==> src/rtl/dpram_arbiter.sv <==
// dpram_arbiter: round-robin write/read port arbiter for a dual-port RAM.
// Handles req/ack handshakes, registered RAM ports and tagged read return.
//
// Ports:
//   clk, rst              single clock, synchronous active-high reset
//   wrX_req/addr/data     write requesters 0/1, wrX_ack combinational grant
//   rdX_req/addr          read requesters 0/1, rdX_ack combinational grant
//   rdX_valid/data        one-cycle read return for requester X
//   ram_wren/wraddr/data  registered RAM write port
//   ram_rdaddr            registered RAM read address
//   ram_rddata            registered RAM read data
module dpram_arbiter #(
    parameter int ADDR_WIDTH = 4,
    parameter int DATA_WIDTH = 4
) (
    input  logic                  clk,
    input  logic                  rst,
    input  logic                  wr0_req,
    input  logic [ADDR_WIDTH-1:0] wr0_addr,
    input  logic [DATA_WIDTH-1:0] wr0_data,
    output logic                  wr0_ack,
    input  logic                  wr1_req,
    input  logic [ADDR_WIDTH-1:0] wr1_addr,
    input  logic [DATA_WIDTH-1:0] wr1_data,
    output logic                  wr1_ack,
    input  logic                  rd0_req,
    input  logic [ADDR_WIDTH-1:0] rd0_addr,
    output logic                  rd0_ack,
    output logic                  rd0_valid,
    output logic [DATA_WIDTH-1:0] rd0_data,
    input  logic                  rd1_req,
    input  logic [ADDR_WIDTH-1:0] rd1_addr,
    output logic                  rd1_ack,
    output logic                  rd1_valid,
    output logic [DATA_WIDTH-1:0] rd1_data,
    output logic                  ram_wren,
    output logic [ADDR_WIDTH-1:0] ram_wraddr,
    output logic [DATA_WIDTH-1:0] ram_wrdata,
    output logic [ADDR_WIDTH-1:0] ram_rdaddr,
    input  logic [DATA_WIDTH-1:0] ram_rddata
);

    // Pointer value is the id of the requester favoured on a tie.
    logic                  wr_ptr;
    logic                  rd_ptr;

    logic                  wr_sel;
    logic                  wr_gnt;
    logic [ADDR_WIDTH-1:0] wr_addr_sel;
    logic [DATA_WIDTH-1:0] wr_data_sel;

    logic                  rd_sel;
    logic                  rd_cand;
    logic                  rd_gnt;
    logic [ADDR_WIDTH-1:0] rd_addr_sel;
    logic                  collide;

    // Read tag pipeline: stage 1 tracks the address register,
    // stage 2 lines up with the RAM output register.
    logic                  tag1_v;
    logic                  tag1_id;
    logic                  tag2_v;
    logic                  tag2_id;

    always_comb begin
        wr_sel = 1'b0;
        if (wr0_req && wr1_req) begin
            wr_sel = wr_ptr;
        end else if (wr1_req) begin
            wr_sel = 1'b1;
        end
        wr_gnt      = (wr0_req | wr1_req) & ~rst;
        wr_addr_sel = wr_sel ? wr1_addr : wr0_addr;
        wr_data_sel = wr_sel ? wr1_data : wr0_data;
    end

    always_comb begin
        rd_sel = 1'b0;
        if (rd0_req && rd1_req) begin
            rd_sel = rd_ptr;
        end else if (rd1_req) begin
            rd_sel = 1'b1;
        end
        rd_cand     = (rd0_req | rd1_req) & ~rst;
        rd_addr_sel = rd_sel ? rd1_addr : rd0_addr;
    end

    // Write-first: a read to the address being written this cycle
    // waits one cycle so it observes the new data from the array.
    always_comb begin
        collide = wr_gnt & rd_cand & (wr_addr_sel == rd_addr_sel);
        rd_gnt  = rd_cand & ~collide;
        wr0_ack = wr_gnt & ~wr_sel;
        wr1_ack = wr_gnt &  wr_sel;
        rd0_ack = rd_gnt & ~rd_sel;
        rd1_ack = rd_gnt &  rd_sel;
    end

    always_ff @(posedge clk) begin
        if (rst) begin
            wr_ptr     <= 1'b0;
            ram_wren   <= 1'b0;
            ram_wraddr <= '0;
            ram_wrdata <= '0;
        end else begin
            ram_wren <= wr_gnt;
            if (wr_gnt) begin
                wr_ptr     <= ~wr_sel;
                ram_wraddr <= wr_addr_sel;
                ram_wrdata <= wr_data_sel;
            end
        end
    end

    always_ff @(posedge clk) begin
        if (rst) begin
            rd_ptr     <= 1'b0;
            ram_rdaddr <= '0;
            tag1_v     <= 1'b0;
            tag1_id    <= 1'b0;
            tag2_v     <= 1'b0;
            tag2_id    <= 1'b0;
        end else begin
            if (rd_gnt) begin
                rd_ptr     <= ~rd_sel;
                ram_rdaddr <= rd_addr_sel;
            end
            tag1_v  <= rd_gnt;
            tag1_id <= rd_sel;
            tag2_v  <= tag1_v;
            tag2_id <= tag1_id;
        end
    end

    always_comb begin
        rd0_valid = tag2_v & ~tag2_id;
        rd1_valid = tag2_v &  tag2_id;
        rd0_data  = ram_rddata;
        rd1_data  = ram_rddata;
    end

endmodule

==> config.mk <==
export PLATFORM = sky130hd
export DESIGN_NAME = dpram_arbiter
export DESIGN_NICKNAME = d
export VERILOG_FILES = /design/src/rtl/dpram_arbiter.sv
export SDC_FILE = /design/constraint.sdc
export NUM_CORES = 1
export LEC_CHECK = 0
export ABC_AREA = 1
export CORE_MARGIN = 4
export CORE_UTILIZATION = 42
export DETAILED_ROUTE_END_ITERATION = 12
export PLACE_DENSITY = 0.89
export RECOVER_POWER = 25
export SETUP_SLACK_MARGIN = 0.1
export SLEW_MARGIN = 10
export SYNTH_ARGS = -nofsm -noshare
export SYNTH_HDL_FRONTEND = slang
export SYNTH_SLANG_ARGS = --single-unit
export TNS_END_PERCENT = 30
==> constraint.sdc <==
create_clock -name clk -period 4.34 [get_ports clk]
set_input_delay 1.085 -clock clk [delete_from_list [all_inputs] [get_ports clk]]
set_output_delay 1.085 -clock clk [all_outputs]
set_load 0.03 [all_outputs]
==> impl_metrics.tcl <==
set metrics [dict create \
    worst_ep_arrival_time_ns 2.96 \
    p_sw_share_pct 32.97 \
    worstSetupStartpointType "input port" \
    dieArea_um2 3628 \
    synth.yosys.seq_area_share_pct 33.19 \
    num_rows 18 \
    cts_resized 0 \
    syn-num-nets 209 \
    cp-end-kind "output pin" \
    cts-root-buf "clkbuf_4" \
    final_util_pct 63.32 \
    portBuffers 48 \
    synthDistinctLibCells 22 \
    grt_max_degree 13 \
    ys.flop_type "dfxtp_1" \
    place_ws_ns 0.3754 \
    grt_pass1_vias 990 \
    cts_buffers 3 \
    ys_ff_latch 19 \
    synth_top_area_share_pct 33.19 \
    remaining_drc_errors 0 \
    setup_viol 0 \
    insertion_delay_ns 0.30 \
    pwr-share-seq_pct 44.4 \
    tns_ns 0 \
    period_minus_slack_ns 4.041 \
    holdCritPathClass "register to register" \
    p_switching_uw 143.3 \
    grt_pass1_wl_mm 4.098 \
    syn_area_per_cell_um2 6.549 \
    synth_edf_count 0 \
    die_h_um 60.24 \
    layout.nets 253 \
    routed_via_density 4.552 \
    core_um2 2545 \
    hold_viol 0 \
    num_io_pins 61 \
    routed_wl_mm 2.512 \
    synth_area_leaders "dfxtp_1, nand2_1, inv_1" \
    htreeDepth 1 \
    criticalPathCategory "input port to output pin" \
    cts_hold_buf 0 \
    cts_tree "done" \
    worst_pin_slew_ns 0.4107 \
    drive_above_1_share_pct 11.93 \
    drv_slew 0 \
    ys_async_sr_fraction_pct 0 \
    grt_setup_unrepaired "no" \
    start_util_pct 45.03 \
    skew_ns 0.0009056 \
    cts_setup_buffers 0 \
    nFillCells 249 \
    place_congestion 0.8439 \
    cp_data_required_time_ns 3.25 \
    p_total_uw 434.8 \
    p_comb_share_pct 34.8 \
    synthToLayoutAreaGrowth_pct 40.61 \
    synth_warnings 0 \
    antenna_found_initial 0 \
    dr_total_vias 1129 \
    p_clk_share_pct 20.8 \
    cts.clk_slew.worst_paths_ns 0.10 \
    relSlewSlack_pct 72.52 \
    ys_top_cells_by_count "nand2_1, inv_1, dfxtp_1, nor2_1, buf_4" \
    synthCells 175 \
    drt_iter0_markers 20 \
    antenna_cells 0 \
    ir_drop_mv 0.1718 \
    synth.most_common_cell "nand2_1" \
    syn_area_um2 1146 \
    antenna_left 0 \
    die_w_um 60.24 \
    multi_input_area_um2 556.8 \
    post-dp-hpwl_mm 2.053 \
    power.density_nw_per_um2 269.8 \
    setup_ws_ns 0.2991 \
    status "finished, final reports clean" \
    period_share_pct 93.11 \
    wl_per_cell_um 10.13 \
    regArea_um2 380.4 \
    path_max_fanout 5 \
    p_int_uw 291.4 \
    dr.pass1.iters 4 \
    yosys.area.top_type "dfxtp_1" \
    p_leak_uw 0.0007926 \
    cts_buffer_depth 2 \
    track_usage_pct 15.11 \
    max-cap-violations 0 \
    cts.sinks 19 \
    timing.fmax_mhz 247.5 \
    grt_overflow 0 \
]
[power groups by stage]
stage / clock network, uW / logic (uW) / registers, uW
finish: 90.4 / 151 / 193
global route: 101 / 166 / 195
CTS: 94.6 / 153 / 193
detailed placement: 0 / 153 / 197
global placement: 0 / 151 / 197
floorplan: 0 / 85.0 / 216
[through the flow]
step                cell area (um^2)  hold WS, ns  std cells
finish                          1612       0.4102        248
global route                    1612       0.4308        248
CTS                             1618       0.4117        248
detailed placement              1592       0.3948        244
global placement                1592       0.3912        244
floorplan                       1146       0.3883        175
[kinds of logic (layout without fill, tap and decap cells)]
family	after synthesis	in the layout	share of synthesized area (%)
DFF	19	19	33.19
AOI/OAI and AO/OA	13	13	6.986
buffers and inverters	43	86	18.01
and+or+nand+nor	100	100	41.81
[area by class of cell]
type                       instances  share of cell area, %
tap                               30                  2.329
multi-input combinational        113                  34.55
clock buffer                       4                  1.630
sequential                        19                  23.60
timing repair buffer              51                  30.67
inverter                          31                  7.221
[worst paths after layout]
| path | endpoint | startpoint | depth (start not counted) | slack (ns) |
|---|---|---|---|---|
| worst max register to register | rd_ptr$_SDFFE_PP0P_ | rd_ptr$_SDFFE_PP0P_ | 12 | 2.84 |
| worst max-delay path | wr0_ack | wr0_req | 6 | 0.30 |
| worst min register to register | tag2_v$_SDFF_PP0_ | tag1_v$_SDFF_PP0_ | 2 | 0.41 |
| worst min-delay path | tag2_v$_SDFF_PP0_ | tag1_v$_SDFF_PP0_ | 2 | 0.41 |
[flip-flops by register name, summed over array words and instances, names as in the netlist]
signal / count
ram_rdaddr: 4
ram_wraddr: 4
ram_wrdata: 4
ram_wren: 1
rd_ptr: 1
tag1_id: 1
tag1_v: 1
tag2_id: 1
tag2_v: 1
wr_ptr: 1
[cells in the final DEF, fill, tap and decap left out, drive strengths merged]
cell / count
buf: 4
dfxtp: 19
clkdlybuf4s50: 44
o211ai: 1
nand3b: 4
nand3: 7
nand2: 64
o21ai: 5
nor2: 24
dlygate4sd3: 2
clkbuf: 5
inv: 31
a31oi: 4
nor3: 1
a21oi: 3
[worst max-delay path: stages]
cell,delay [ns]
dlygate4sd3_1,0.62
nor2_1,0.14
nor2_4,0.16
inv_1,0.08
nor2_2,0.17
clkdlybuf4s50_1,0.70
[layer usage]
| layer | track usage [%] | vias to the layer above | part of all wire, % |
|---|---|---|---|
| li1 | - | 605 | - |
| met1 | 17.83 | 478 | 45 |
| met2 | 25.00 | 38 | 43 |
| met3 | 3.672 | 8 | 9.4 |
| met4 | 7.911 | 0 | 2.4 |
| met5 | 0 | - | 0 |
No activity file was read; power rests on OpenSTA's default activity.
